## config.mk

```make
export PLATFORM = sky130hd
export DESIGN_NAME = weather_supervisor
export DESIGN_NICKNAME = d
export VERILOG_FILES = /design/src/rtl/weather_pkg.sv /design/src/rtl/wx_persist_counter.sv /design/src/rtl/weather_supervisor.sv
export SDC_FILE = /design/constraint.sdc
export NUM_CORES = 1
export LEC_CHECK = 0
export ABC_AREA = 1
export ABC_CLOCK_PERIOD_IN_PS = 1400
export BUFFER_PORTS_ARGS = -buffer_cell sky130_fd_sc_hd__buf_2
export CORE_AREA = 2 2 39 41
export CTS_BUF_LIST = sky130_fd_sc_hd__clkbuf_2 sky130_fd_sc_hd__clkbuf_4 sky130_fd_sc_hd__clkbuf_8
export CTS_CLUSTER_SIZE = 20
export DETAILED_ROUTE_END_ITERATION = 8
export DIE_AREA = 0 0 41 43
export PLACE_DENSITY = 0.73
export SYNTH_ARGS = -nofsm -noshare
export SYNTH_HDL_FRONTEND = slang
export SYNTH_SLANG_ARGS = --single-unit
```

## constraint.sdc

```tcl
create_clock -name CLK -period 1.4 [get_ports CLK]
set_input_delay 0.28 -clock CLK [delete_from_list [all_inputs] [get_ports CLK]]
set_output_delay 0.28 -clock CLK [all_outputs]
set_load 0.02 [all_outputs]
```

## src/rtl/weather_pkg.sv

```systemverilog
// Shared types for the weather supervisor: alert state encoding and visibility codes.
package weather_pkg;

  typedef enum logic [1:0] {
    WX_CLEAR     = 2'b00,
    WX_CAUTION   = 2'b01,
    WX_SEVERE    = 2'b10,
    WX_EMERGENCY = 2'b11
  } wx_state_t;

  localparam logic [1:0] VIS_GOOD  = 2'b00;
  localparam logic [1:0] VIS_RED_A = 2'b01;
  localparam logic [1:0] VIS_RED_B = 2'b10;
  localparam logic [1:0] VIS_ZERO  = 2'b11;

  function automatic int unsigned max_u(input int unsigned a, input int unsigned b);
    return (a > b) ? a : b;
  endfunction

endpackage

```

## src/rtl/wx_persist_counter.sv

```systemverilog
// Consecutive-true counter: done_c flags the cycle on which cond has held for TARGET cycles.
module wx_persist_counter #(
  parameter int unsigned W      = 1,
  parameter int unsigned TARGET = 1,
  parameter int unsigned SAT    = 1
) (
  input  logic CLK,
  input  logic RST,
  input  logic cond,
  input  logic clr,
  output logic done_c
);

  logic [W-1:0] cnt_q, cnt_d;

  always_comb begin
    cnt_d = cnt_q;
    if (RST || clr || !cond) begin
      cnt_d = '0;
    end else if (cnt_q != W'(SAT)) begin
      cnt_d = cnt_q + W'(1);
    end
  end

  assign done_c = cond && (cnt_q >= W'(TARGET - 1));

  always_ff @(posedge CLK) begin
    cnt_q <= cnt_d;
  end

endmodule

```

## src/rtl/weather_supervisor.sv

```systemverilog
// Weather alert supervisor with escalation persistence and relax hold-off.
// Optional WSU_EVENT_LOG_EN adds saturating SEVERE/EMERGENCY entry counters.
module weather_supervisor
  import weather_pkg::*;
#(
  parameter int unsigned WIND_W       = 6,
  parameter int unsigned TEMP_W       = 8,
  parameter int unsigned WIND_CAUTION = 10,
  parameter int unsigned WIND_SEVERE  = 15,
  parameter int unsigned WIND_EMERG   = 20,
  parameter int          TEMP_SEVERE  = 35,
  parameter int          TEMP_EMERG   = 40,
  parameter int unsigned PERSIST      = 1,
  parameter int unsigned HOLD         = 1
) (
  input  logic                     CLK,
  input  logic                     RST,
  input  logic                     thunderstorm,
  input  logic [WIND_W-1:0]        wind,
  input  logic [1:0]               visibility,
  input  logic signed [TEMP_W-1:0] temperature,
  input  logic                     alert_ack,
  output logic                     severe_weather,
  output logic                     emergency_landing_alert,
  output logic [1:0]               wx_state
`ifdef WSU_EVENT_LOG_EN
  ,
  output logic [7:0]               severe_events,
  output logic [7:0]               emerg_events
`endif
);

  localparam int unsigned SAT   = max_u(PERSIST, HOLD);
  localparam int unsigned CNT_W = $clog2(SAT + 1);

  localparam logic signed [TEMP_W-1:0] T_SEV_HI = TEMP_W'(TEMP_SEVERE);
  localparam logic signed [TEMP_W-1:0] T_SEV_LO = TEMP_W'(-TEMP_SEVERE);
  localparam logic signed [TEMP_W-1:0] T_EMG_HI = TEMP_W'(TEMP_EMERG);
  localparam logic signed [TEMP_W-1:0] T_EMG_LO = TEMP_W'(-TEMP_EMERG);

  wx_state_t state_q, state_d;
  logic      sev_out_q, sev_out_d;
  logic      emg_out_q, emg_out_d;
  logic      sev_c, emg_c, cau_c, clr_c;
  logic      esc_cond_c, rel_cond_c, esc_done_c, rel_done_c, chg_c;

  // Instantaneous weather classification
  always_comb begin
    sev_c = thunderstorm || (wind > WIND_W'(WIND_SEVERE)) || (temperature > T_SEV_HI) ||
            (temperature < T_SEV_LO) || (visibility == VIS_ZERO);
    emg_c = (wind > WIND_W'(WIND_EMERG)) || (temperature > T_EMG_HI) || (temperature < T_EMG_LO);
    cau_c = !sev_c && ((wind > WIND_W'(WIND_CAUTION)) ||
                       (visibility == VIS_RED_A) || (visibility == VIS_RED_B));
    clr_c = !sev_c && !cau_c;
  end

  // Escalate/relax conditions that apply to the current state
  always_comb begin
    esc_cond_c = 1'b0;
    rel_cond_c = 1'b0;
    case (state_q)
      WX_CLEAR:   esc_cond_c = sev_c || cau_c;
      WX_CAUTION: begin
        esc_cond_c = sev_c;
        rel_cond_c = clr_c;
      end
      WX_SEVERE:  begin
        esc_cond_c = emg_c;
        rel_cond_c = !sev_c;
      end
      default:    ;
    endcase
  end

  wx_persist_counter #(.W(CNT_W), .TARGET(PERSIST), .SAT(SAT)) u_esc (
    .CLK(CLK), .RST(RST), .cond(esc_cond_c), .clr(chg_c), .done_c(esc_done_c)
  );

  wx_persist_counter #(.W(CNT_W), .TARGET(HOLD), .SAT(SAT)) u_rel (
    .CLK(CLK), .RST(RST), .cond(rel_cond_c), .clr(chg_c), .done_c(rel_done_c)
  );

  // Next state; escalation takes priority over relaxation
  always_comb begin
    state_d = state_q;
    if (RST) begin
      state_d = WX_CLEAR;
    end else begin
      case (state_q)
        WX_CLEAR:     if (esc_done_c) state_d = sev_c ? WX_SEVERE : WX_CAUTION;
        WX_CAUTION:   if (esc_done_c) state_d = WX_SEVERE;
                      else if (rel_done_c) state_d = WX_CLEAR;
        WX_SEVERE:    if (esc_done_c) state_d = WX_EMERGENCY;
                      else if (rel_done_c) state_d = WX_CAUTION;
        WX_EMERGENCY: if (alert_ack && !emg_c) state_d = WX_SEVERE;
        default:      state_d = WX_CLEAR;
      endcase
    end
    chg_c     = (state_d != state_q);
    sev_out_d = (state_d == WX_SEVERE) || (state_d == WX_EMERGENCY);
    emg_out_d = (state_d == WX_EMERGENCY);
  end

  always_ff @(posedge CLK) begin
    state_q   <= state_d;
    sev_out_q <= sev_out_d;
    emg_out_q <= emg_out_d;
  end

  assign wx_state                = state_q;
  assign severe_weather          = sev_out_q;
  assign emergency_landing_alert = emg_out_q;

`ifdef WSU_EVENT_LOG_EN
  logic [7:0] sev_ev_q, sev_ev_d;
  logic [7:0] emg_ev_q, emg_ev_d;

  // Saturating entry counters; SEVERE entered from EMERGENCY is not an event
  always_comb begin
    sev_ev_d = sev_ev_q;
    emg_ev_d = emg_ev_q;
    if (RST) begin
      sev_ev_d = '0;
      emg_ev_d = '0;
    end else begin
      if ((state_d == WX_SEVERE) && ((state_q == WX_CLEAR) || (state_q == WX_CAUTION)) &&
          (sev_ev_q != 8'hFF)) begin
        sev_ev_d = sev_ev_q + 8'd1;
      end
      if ((state_d == WX_EMERGENCY) && (state_q != WX_EMERGENCY) && (emg_ev_q != 8'hFF)) begin
        emg_ev_d = emg_ev_q + 8'd1;
      end
    end
  end

  always_ff @(posedge CLK) begin
    sev_ev_q <= sev_ev_d;
    emg_ev_q <= emg_ev_d;
  end

  assign severe_events = sev_ev_q;
  assign emerg_events  = emg_ev_q;
`endif

endmodule

```

==> results of run 1 <==
-- cells in the final DEF, fill, tap and decap left out, drive strengths merged --
cell    synthesis  final
nand2          33     33
ha              6      6
buf             0     34
clkbuf          0      3
nand3b          1      1
nor2           12     12
nand3           7      7
a21oi           6      6
dfxtp           4      4
nor3            1      1
o21ai           4      4
inv            12     12
nand4           2      2
-- worst min-delay path by stage --
stage                        to  slack [ns]  cells past startpoint
floorplan           wx_state[0]        0.43                      3
detailed placement  wx_state[0]        0.55                      4
global placement    wx_state[0]        0.54                      4
finish              wx_state[0]        0.33                      4
CTS                 wx_state[0]        0.31                      4
global route        wx_state[0]        0.34                      4
-- synthesized netlist by cell type --
cell type / n
sky130_fd_sc_hd__nand3_2: 2
sky130_fd_sc_hd__o21ai_0: 3
sky130_fd_sc_hd__nor2_2: 2
sky130_fd_sc_hd__o21ai_1: 1
sky130_fd_sc_hd__nand3b_2: 1
sky130_fd_sc_hd__nand2_4: 1
sky130_fd_sc_hd__nand2_1: 30
sky130_fd_sc_hd__nand4_1: 2
sky130_fd_sc_hd__inv_2: 1
sky130_fd_sc_hd__a21oi_1: 4
sky130_fd_sc_hd__ha_1: 6
sky130_fd_sc_hd__nand3_1: 5
sky130_fd_sc_hd__inv_1: 11
sky130_fd_sc_hd__dfxtp_1: 4
sky130_fd_sc_hd__nor3_2: 1
sky130_fd_sc_hd__a21oi_2: 2
sky130_fd_sc_hd__nor2_1: 10
sky130_fd_sc_hd__nand2_2: 2
-- final cells by class --
cell class,instances,area [um^2],area share
Timing Repair Buffer,34,225,0.252
Clock buffer,3,22.5,0.0252
Inverter,12,50.0,0.0559
Tap cell,16,20.0,0.0224
Sequential cell,4,87.6,0.0979
Multi-Input combinational cell,72,489,0.547
-- state kept, by name, indices dropped and copies added, names as in the netlist --
register,count
emergency_landing_alert,1
severe_weather,1
wx_state,2
-- layer usage --
layer / vias to the layer above / global-route usage / part of all wire
met5: - / 0 / 0
met4: 0 / 0.0200 / 0
met3: 0 / 0.0314 / 0.052
met2: 20 / 0.281 / 0.56
met1: 307 / 0.145 / 0.38
li1: 353 / - / -
-- report_power, final --
group	leakage [nW]	switching (W)	total (W)	internal (W)
registers	0.0343	0.0000559	0.000238	0.000183
logic	0.415	0.000649	0.00114	0.000490
clock network	0.0138	0.0000420	0.000138	0.0000956
-- critical path, delay by kind of cell (launching register included) --
family | cells | cell delay (ns)
compound gates | 2 | 0.31
fa+ha+maj | 1 | 0.17
buf+inv | 2 | 0.09
flops | 1 | 0.38
simple gates | 5 | 0.43
-- cell families after synthesis --
group / synth area share
AND/OR/NAND/NOR: 0.507
buffers and inverters: 0.0861
AO/OA/AOI/OAI: 0.110
adder cells (fa/ha/maj): 0.144
flip-flops: 0.153
-- through the flow --
step	cell area [um^2]	hold WS [ns]
2_1_floorplan	533	0.431
3_3_place_gp	736	0.545
3_5_place_dp	736	0.551
4_1_cts	771	0.308
5_1_grt	895	0.340
6_report	895	0.331
-- what timing repair did --
item	4_1_cts	5_1_grt
setup endpoints to repair	3	4
buffers inserted	0	2
resized for setup	4	30
pin swaps	2	19
hold endpoints to repair	0	0
==> results.md, run 1 <==
- The flow ran to the end, but the final reports show violations.
- The checks that failed: setup timing.
- The count of buffers added on input and output ports is 23.
- Sorting the synthesized cells by area gives the leading types as sky130_fd_sc_hd__nand2_1 22%, sky130_fd_sc_hd__dfxtp_1 15%, sky130_fd_sc_hd__ha_1 14%, sky130_fd_sc_hd__inv_1 7.9%, sky130_fd_sc_hd__nor2_1 7.2%.
- The die covers 1760 um^2.
- For this run, the register share of the synthesized area comes to 0.153.
- The initial DRC count is 7.
- After detailed routing, the average wire length per cell comes to between 10 and 15 um.
- The clock network latency to the later pin of the worst-skew pair is about 0.23 ns.
- The critical path launch point is wx_state[0].
- The filler cells instantiated in the layout total around 130.
- The total overflow reported by the global router is 0.
- The worst setup path is launched from a flip-flop.
- Setup violations remaining at the end of the flow were counted as 2.
- The slowest stage of the critical path belongs to the cell sky130_fd_sc_hd__dfxtp_4.
- The largest driver fanout on the critical path is 4.
- The total global routing track utilization is 0.145.
- The chip height is approximately 43 um.
- In this run the static leakage power is about 0.46 nW.
- The final layout contains routed wiring with a total length of between 1000 and 1500 um.
- TritonCTS built the clock tree.
- The highest clock frequency the design can meet is 682 MHz.
- The number of antenna violations at the first check in global routing is 0.
- The power after layout is between 0.0015 and 0.002 W.
- The type of element capturing the critical path is a flip-flop.
- In this run the worst hold path is classified as in -> reg.
- In the final timing run, aggregate negative setup slack is -0.131 ns.
- The cell sitting at the root of the clock tree is a sky130_fd_sc_hd__clkbuf_4.
- At the placement stage, the worst setup path has a slack of -0.233 ns.
- The number of global-route vias before repair is ~560.
- During synthesis, Yosys emitted a total of 0 warnings.
- The worst-case headroom to the max-slew limit is 0.867.
- The detail route stage leaves a number of antenna-violating nets equal to 0.
- The via density per instance is just under 5.
- For the pin with the worst max-slew slack, the measured transition is 0.199 ns.
- The first TritonRoute pass finished after 4 iterations.
- The number of max-cap violations is 0.
- The count of final max-slew check failures is 0.
- After clock tree synthesis, the clock-pin slew on the worst setup and hold paths is approximately 0.040 ns.
- The signal on the critical path passes through inv_4 -> ha_4 -> nand4_1 -> nand2_1 -> a21oi_2 -> nand2_2 -> a21oi_2 -> nand2_1 -> nand2_2 -> inv_1.
- The starting density of the core is 0.378.
- For this design the ratio of total power to cell area is ~1700 nW/um^2.
- Of the available clock period, the critical path in the final layout requires 1.05.
- The boundary pin count is 24.
- Compared with the post-synthesis result, the final layout area differs by 71.1%.
- On the worst path, the slowest cell contributes a delay of roughly 0.38 ns.
- The top-area cell type share of the netlist area is 0.215.
- In this run, distinct cell masters in the synthesized netlist total 18.
- The quantity of hold-fixing buffers added after cts is 0.
- The number of antenna diodes is 0.
- The cell count after synthesis is 88.
- For this run, the share of the core covered by cells in the final layout is 0.646.
- After floorplanning, the core was sized to cover around 1400 um^2.
- The startpoint identified for the worst hold timing path is RST.
- Synthesis inferred 4 register bits.
- The final-stage net count is about 150.
- Setup repair after global routing could not meet its margin everywhere.
- The required time of the worst setup path is roughly 1.5 ns.
- The HPWL after detailed placement is ~1000 um.
- The mapped netlist covers around 520 um^2.
- Entering global routing, the biggest net connects 6 pins.
- The slack of the worst reg-to-reg path is -0.07 ns.
- The number of CTS-inserted buffers is 3.
- The number of endpoints with negative hold slack in the final report is 0.
- The capture instance of the worst register-to-register path is wx_state[0].
- The number of non-filler instances in the completed layout is 141.
- In the final layout, the share of cells above drive strength 1 is 0.552.
- In this run the number of H-tree levels came out at 1.
- The total clock sinks is 4.
- The global placer's final weighted congestion is 0.806.
- The shortest clock period the worst path allows after layout is 1.47 ns.
- The number of rows in the core area is 14.
- The maximum resistive drop on vdd is approximately 0.001 V.
- The setup slack of the critical path after layout is -0.0671 ns.
- The worst register-to-register path begins at wx_state[0].
- The count of vias placed by the detailed router is between 600 and 700.
- The remaining design rule violation count is 0.
- The average size of a mapped cell is 5.94 um^2.
- The worst register-to-register path has a depth of 10.
- Counting tap cells, the placed design contains a total of about 140 instances.
- The setup skew after layout is 0.00247 ns.
- The width of the chip is just over 40 um.
- The critical path ends at wx_state[0].
- Data arrives at the worst endpoint at around 1.6 ns.
- The classification of the worst setup path is reg -> reg.
- The total nets after synthesis is ~110.
- The wire length of the first global-routing pass is between 1500 and 2000 um.
- The worst-case clock buffer depth is 2.
- Summed over all instances, the cell type with the most area after synthesis is sky130_fd_sc_hd__nand2_1.
No activity file was read; power rests on OpenSTA's default activity.
==> run 2: changes to the inputs <==
--- a/config.mk
+++ b/config.mk
@@ -7,13 +7,13 @@
 export LEC_CHECK = 0
 export ABC_AREA = 1
 export ABC_CLOCK_PERIOD_IN_PS = 1400
-export BUFFER_PORTS_ARGS = -buffer_cell sky130_fd_sc_hd__buf_2
 export CORE_AREA = 2 2 39 41
 export CTS_BUF_LIST = sky130_fd_sc_hd__clkbuf_2 sky130_fd_sc_hd__clkbuf_4 sky130_fd_sc_hd__clkbuf_8
 export CTS_CLUSTER_SIZE = 20
 export DETAILED_ROUTE_END_ITERATION = 8
 export DIE_AREA = 0 0 41 43
-export PLACE_DENSITY = 0.73
+export DONT_BUFFER_PORTS = 1
+export PLACE_DENSITY = 0.56
 export SYNTH_ARGS = -nofsm -noshare
 export SYNTH_HDL_FRONTEND = slang
 export SYNTH_SLANG_ARGS = --single-unit
==> run 2 against run 1 <==
  * The run still ends with setup timing left
  * Combinational power down 15%
  * Sequential share of layout area up 2.3 points
  * Cell area down 19%
  * Critical path type unchanged
  * Cell count down 16%
==> results.md, run 2 (synthesis gave the netlist of run 1 again) <==
- The number of antenna violations at the first check in global routing is 0.
- The first detailed-routing pass took 4 iterations.
- The clock tree from TritonCTS is done.
- 0 antenna diodes ended up in the layout.
- The clock slew at the register clock pins of the worst setup and hold paths is approximately 0.040 ns.
- The required time of the worst setup path is 1.53 ns.
- The switching share of power is 0.479.
- Of the total power, combinational logic draws 0.683.
- The worst setup path is of the reg -> reg kind.
- In this run the remaining antenna-violating nets after routing total 0.
- The worst hold endpoint is wx_state[0].
- The most common cell after layout, fill and taps aside is sky130_fd_sc_hd__nand2_1.
- The start of the worst register-to-register path is wx_state[0].
- The via density per instance is about 4.9.
- The starting density of the core is 0.378.
- The pin count of the biggest net entering global routing is 6.
- The flow ran to the end, but the final reports show violations.
- The switching component of the power is slightly below 0.0007 W.
- CTS placed an instance of sky130_fd_sc_hd__clkbuf_4 at the clock tree root.
- Counting cells, the worst reg-to-reg path comes to 11.
- The class of the tightest hold or removal check is in -> reg.
- The initial DRC count is 1.
- In this run the deepest clock path goes through 2 buffers.
- The number of endpoints with negative hold slack in the final report is 0.
- The number of global-route vias before repair is 483.
- The count of final max-slew check failures is 0.
- Across all setup checks in the final design, the least slack found is -0.0222 ns.
- The slack of the worst reg-to-reg path is -0.02 ns.
- The pin slew with the least headroom to its limit is between 0.2 and 0.25 ns.
- The cell-internal power is around 0.00074 W.
- The worst-case setup slack after placement is -0.105 ns.
- The highest clock frequency the design can meet is 703 MHz.
- The worst-case headroom to the max-slew limit is 0.861.
- The share of power burned in registers is 0.191.
- Hold timing on the final database bottoms out at a slack of 0.193 ns.
- The number of max-cap violations is 0.
- In this run the tool buffered the top-level ports with 0 buffer cells.
- After detailed routing, the total wire length is ~1200 um.
- Dividing total power by cell area gives a power density of between 1500 and 2000 nW/um^2.
- From synthesis to final layout, the design area changed by 38.0%.
- Setup repair after global routing could not meet its margin everywhere.
- At the end of the flow, the number of nets in the layout was 130.
- For the worst-skew pair, the clock arrives at the later sink with an insertion delay of 0.24 ns.
- The total clock sinks is 4.
- The die is 43 um tall.
- The share of the cycle needed by the critical path after routing is 1.02.
- The largest driver fanout on the critical path is 4.
- The quantity of hold-fixing buffers added after cts is 0.
- At the end of routability-driven placement, the weighted congestion stood at 0.853.
- The routed layout has between 500 and 600 vias.
- Counting the buffers created by CTS gives 3.
- For this design the top-level I/O count stands at 24.
- The data arrival time of the worst path is around 1.6 ns.
- Row generation in the floorplan step produced 14 rows.
- The analysis attributes to cell leakage a power of between 0.3 and 0.4 nW.
- In this run the number of H-tree levels came out at 1.
- The worst setup path is launched from a flip-flop.
- The first global-routing pass estimated about 1700 um of wire.
- From left edge to right edge, the die measures ~41 um.
- The capture instance of the worst register-to-register path is severe_weather.
- The number of flip-flops in the largest register is 2.
- The total overflow reported by the global router is 0.
- The HPWL after detailed placement is approximately 940 um.
- The maximum resistive drop on vdd is ~0.0011 V.
- In this run the most critical hold path is launched from RST.
- Leaving out fill and tap cells, the most frequent cells in the layout are 26 x sky130_fd_sc_hd__nand2_1, 11 x sky130_fd_sc_hd__buf_4, 10 x sky130_fd_sc_hd__nor2_1, 8 x sky130_fd_sc_hd__inv_1, 6 x sky130_fd_sc_hd__nand2_2.
- The shortest clock period the worst path allows after layout is about 1.4 ns.
- The total global routing track utilization is 0.144.
- The checks that failed: setup timing.
- Counting the fill cells in the layout gives between 150 and 200.
- The die covers ~1800 um^2.
- In the final layout, the share of cells above drive strength 1 is 0.398.
- The worst hold path cell count is 3.
- Of the total power, the clock network draws 0.126.
- The placeable core region is approximately 1400 um^2.
- Setup violations remaining at the end of the flow were counted as 2.
- The remaining design rule violation count is 0.
- The summed negative setup slack over all endpoints is -0.0369 ns.
- Across the routed clock network, the largest skew measured is 0.00954 ns.
- In this run, placement finished with an instance count of 114.
- After detailed routing, the average wire length per cell comes to a little over 10 um.
- The type of element capturing the critical path is a flip-flop.
- Once layout is complete, the cells apart from fillers number around 120.
==> run 2: changes by cell type in the layout (fill, tap and decap cells not counted), moves of 2 or more <==
cell / before / now
sky130_fd_sc_hd__buf_2: 18 / 0
sky130_fd_sc_hd__buf_6: 4 / 0
sky130_fd_sc_hd__inv_1: 6 / 8
sky130_fd_sc_hd__inv_2: 4 / 2
sky130_fd_sc_hd__nand2_1: 24 / 26
sky130_fd_sc_hd__nand2_2: 8 / 6
sky130_fd_sc_hd__nor2_4: 2 / 0
==> run 2: cell type report <==
cell class	instances	area, um^2	share of cell area
inverters	12	50.0	0.0693
repair buffers	11	82.6	0.114
multi-input cells	72	452	0.626
flip-flops and latches	4	87.6	0.121
clock buffers	4	30.0	0.0416
well taps	16	20.0	0.0277
==> run 2: worst max-delay path by stage <==
stage                        start                       to  slack [ns]
finish                 wx_state[0]           severe_weather       -0.02
global route           wx_state[1]           severe_weather       -0.12
CTS                    wx_state[0]  emergency_landing_alert       0.004
detailed placement         wind[4]  emergency_landing_alert       -0.10
global placement    temperature[7]  emergency_landing_alert       -0.08
floorplan                  wind[4]              wx_state[0]       0.007
==> run 2: stage by stage <==
step,power [W],utilization,area [um^2]
after floorplan,0.000792,-,533
final,0.00143,0.522,722
after CTS,0.00127,0.492,681
after global routing,0.00155,0.522,722
after detailed placement,0.00104,0.454,628
after global placement,0.00104,0.454,628
==> run 2: power by group through the flow <==
stage | clock [W] | combinational [W] | sequential [W]
floorplan | 0 | 0.000501 | 0.000291
global placement | 0 | 0.000793 | 0.000246
detailed placement | 0 | 0.000793 | 0.000245
CTS | 0.000186 | 0.000825 | 0.000260
global route | 0.000196 | 0.00108 | 0.000279
finish | 0.000180 | 0.000973 | 0.000272
==> run 2: repair_timing <==
action,CTS,global route
buffers inserted,0,1
resized for setup,5,12
pin swaps,2,9
setup endpoints to repair,3,4
==> run 2: critical path, cell delays in order (launching register included) <==
cell and delay, ns:
sky130_fd_sc_hd__dfxtp_4 0.37, sky130_fd_sc_hd__inv_4 0.07, sky130_fd_sc_hd__ha_4 0.13, sky130_fd_sc_hd__nand4_1 0.11
sky130_fd_sc_hd__nand2_2 0.12, sky130_fd_sc_hd__nand2_2 0.07, sky130_fd_sc_hd__nand2_2 0.05, sky130_fd_sc_hd__nand2_1 0.05
sky130_fd_sc_hd__o21ai_1 0.09, sky130_fd_sc_hd__nand2_1 0.11, sky130_fd_sc_hd__nand3b_4 0.10, sky130_fd_sc_hd__inv_1 0.04
==> run 2: layer usage <==
metal  vias to the layer above  part of all wire  GRT usage
li1                        311                 -          -
met1                       250              0.40      0.158
met2                        20              0.49      0.216
met3                         6             0.065     0.0524
met4                         0             0.041      0.100
met5                         -                 0          0
==> run 3: changes to the inputs <==
--- a/config.mk
+++ b/config.mk
@@ -6,7 +6,7 @@
 export NUM_CORES = 1
 export LEC_CHECK = 0
 export ABC_AREA = 1
-export ABC_CLOCK_PERIOD_IN_PS = 1400
+export ABC_CLOCK_PERIOD_IN_PS = 1200
 export CORE_AREA = 2 2 39 41
 export CTS_BUF_LIST = sky130_fd_sc_hd__clkbuf_2 sky130_fd_sc_hd__clkbuf_4 sky130_fd_sc_hd__clkbuf_8
 export CTS_CLUSTER_SIZE = 20
==> constraint.sdc (replaced) <==
create_clock -name CLK -period 1.2 [get_ports CLK]
set_input_delay 0.24 -clock CLK [delete_from_list [all_inputs] [get_ports CLK]]
set_output_delay 0.24 -clock CLK [all_outputs]
set_load 0.02 [all_outputs]
==> run 3 against run 2 <==
  * The flow still finishes with violations (setup timing)
  * First-iteration DRC count grew to 9.0 times the previous value
  * Clock skew about the same
  * Largest power group unchanged
  * Die area is the same
  * Register-to-register slack worse by 0.17 ns
  * Sequential power up 14%
  * Largest cell class unchanged
  * Worst setup slack got worse by 0.17 ns
==> results.md, run 3 (synthesis gave the netlist of run 1 again) <==
- The run finished, with violations left.
- The final reports fail on setup timing.
- The launching element type of the critical path is a flip-flop.
- The data arrival time of the worst path is 1.51 ns.
- Once layout is done, the placed cells without fillers occupy 726 um^2.
- The mean routed wirelength per cell is approximately 9.2 um.
- The number of max-cap violations is 0.
- For this configuration, the core starts out at a cell density of 0.378.
- The final-stage net count is roughly 130.
- In this run the tightest slew margin relative to its limit is 0.864.
- The maximum resistive drop on vdd is about 0.0014 V.
- In the global route stage, overall resource usage came out at 0.136.
- 24 I/O pins were placed.
- The clock tree from TritonCTS is done.
- Registers take slightly below 90 um^2.
- The count of final max-slew check failures came to 0.
- In the routed design, unresolved DRC markers number 0.
- Using the TritonRoute via totals, the vias-per-cell ratio works out to about 4.7.
- The worst setup path is captured at a flip-flop.
- The path class of the tightest hold or removal check is in -> reg.
- The worst register-to-register path ends at emergency_landing_alert.
- The number of H-tree levels is 1.
- The most critical setup path has its startpoint at wx_state[1].
- For the finished layout, the period the worst path requires is 1.39 ns.
- The HPWL after detailed placement is 951 um.
- Once detail routing completed, the nets flagged for antenna violations numbered 0.
- The global placer's final weighted congestion is 0.808.
- The cell sitting at the root of the clock tree is a sky130_fd_sc_hd__clkbuf_4.
- In the layout the commonest cells are 30 x sky130_fd_sc_hd__nand2_1, 14 x sky130_fd_sc_hd__buf_4, 10 x sky130_fd_sc_hd__nor2_1, 7 x sky130_fd_sc_hd__inv_1, 5 x sky130_fd_sc_hd__nand3_1.
- For this block, the routed nets add up to ~1100 um of wire.
- For this run, the top clock speed supported by timing is just over 700 MHz.
- The summed negative setup slack over all endpoints is -0.695 ns.
- The port buffer count is 0.
- The area of the multi-input gates is approximately 440 um^2.
- The met1 wire length is about 500 um.
- The number of global-route vias before repair was 473.
- No sink is reached through more buffers than the 2 on the longest clock path.
- The setup slack of the critical path after layout is -0.188 ns.
- Entering global routing, the biggest net connects 6 pins.
- In the final layout, the share of cells above drive strength 1 is 0.368.
- The highest metal layer carrying signal wires in the routed design is met3.
- The chip height is approximately 43 um.
- 0 antenna diodes ended up in the layout.
- The pin slew with the least headroom to its limit is 0.204 ns.
- Setup repair after global routing could not meet its margin everywhere.
- Detailed routing placed a total of between 70 and 80 um of wire on met3.
- The clock net in this run drives a total of 4 sinks.
- The clock reaches the later pin of the worst-skew pair after 0.24 ns.
- The first global-routing pass estimated 1680 um of wire.
- The area overhead of the layout relative to synthesis is 38.8%.
- The share of the cycle needed by the critical path after routing is 1.16.
- The cell area reported after detailed placement is between 600 and 700 um^2.
- The critical path capture point is emergency_landing_alert.
- The most common cell after layout, fill and taps aside is sky130_fd_sc_hd__nand2_1.
- The register with the most flip-flops in the layout has 2 of them.
- The quantity of hold-fixing buffers added after cts is 0.
- The number of CTS-inserted buffers is 3.
- The critical path in this run is classified as reg -> reg.
- The first detailed-routing pass took 3 iterations.
- The number of endpoints with negative hold slack in the final report is 0.
- The die covers approximately 1800 um^2.
- The die is between 40 and 50 um wide.
- The largest driver fanout on the critical path is 3.
- The layout has between 100 and 150 filler cells.
- Including well taps, the total number of placed cells is 115.
- The worst register-to-register path has a depth of 11.
- The clock slew at the register clock pins of the worst setup and hold paths is ~0.040 ns.
- The start of the worst register-to-register path is wx_state[1].
- The setup skew after layout is about 0.0094 ns.
- For this design the static power due to leakage is 0.376 nW.
- The required time of the worst setup path is 1.32 ns.
- Setup violations remaining at the end of the flow were counted as 4.
- The region available for standard cell placement spans around 1400 um^2.
- The number of antenna violations at the first check in global routing is 0.
- The total overflow reported by the global router is 0.
- The slack of the worst reg-to-reg path is -0.19 ns.
- The routed layout has between 500 and 600 vias.
- The power density normalized to cell area is roughly 2200 nW/um^2.
- The initial DRC count is 9.
- Row generation in the floorplan step produced 14 rows.
- Wire segments on met2 add up to 563 um in the final route.
- The number of non-filler instances in the completed layout is ~120.
-- run 3: how the worst min path moves through the flow --
stage | from | to | slack [ns] | cells after the start
floorplan | RST | wx_state[0] | 0.39 | 3
global placement | RST | wx_state[0] | 0.40 | 3
detailed placement | RST | wx_state[0] | 0.41 | 3
CTS | RST | wx_state[0] | 0.15 | 3
global route | RST | wx_state[0] | 0.17 | 3
finish | RST | wx_state[0] | 0.16 | 3
-- run 3: layout make-up --
type,count,share of cell area
Clock buffer,4,0.0414
Inverter,12,0.0655
Multi-Input combinational cell,72,0.600
Sequential cell,4,0.121
Tap cell,16,0.0276
Timing Repair Buffer,14,0.145
-- run 3: repair_timing --
| item | CTS | global route |
|---|---|---|
| pin swaps | 6 | 2 |
| setup endpoints to repair | 4 | 4 |
| endpoints found under the hold margin | 0 | 0 |
| setup buffers | 1 | 2 |
| resized for setup | 5 | 1 |
-- run 3: critical path: stages, from the launching register on --
cell and delay (ns):
sky130_fd_sc_hd__dfxtp_4 0.35, sky130_fd_sc_hd__inv_2 0.09, sky130_fd_sc_hd__ha_4 0.14, sky130_fd_sc_hd__nand4_1 0.08, sky130_fd_sc_hd__nand2_1 0.12, sky130_fd_sc_hd__nand2_1 0.09
sky130_fd_sc_hd__nand2_1 0.06, sky130_fd_sc_hd__nand2_1 0.04, sky130_fd_sc_hd__o21ai_1 0.06, sky130_fd_sc_hd__nand2_1 0.09, sky130_fd_sc_hd__nand3b_4 0.10, sky130_fd_sc_hd__nor2_2 0.03
-- run 3: routing by layer --
layer,up-vias,track usage
met5,-,0
met4,0,0.0600
met3,0,0.0366
met2,18,0.231
met1,242,0.145
li1,317,-
-- run 3: power by group --
part           leakage [nW]  switching, W  total, W  internal, W
Sequential           0.0343     0.0000964  0.000310     0.000214
Combinational         0.323      0.000591   0.00111     0.000524
Clock                0.0184     0.0000557  0.000203     0.000147
Total                 0.376      0.000743   0.00163     0.000885
-- run 3: metrics by stage --
| stage | total power [W] | setup slack, ns | util | hold WS [ns] |
|---|---|---|---|---|
| 2_1_floorplan | 0.000973 | -0.153 | - | 0.391 |
| 3_3_place_gp | 0.00128 | -0.241 | 0.467 | 0.403 |
| 3_5_place_dp | 0.00128 | -0.263 | 0.467 | 0.408 |
| 4_1_cts | 0.00158 | -0.159 | 0.511 | 0.154 |
| 5_1_grt | 0.00177 | -0.271 | 0.524 | 0.173 |
| 6_report | 0.00163 | -0.188 | 0.524 | 0.158 |
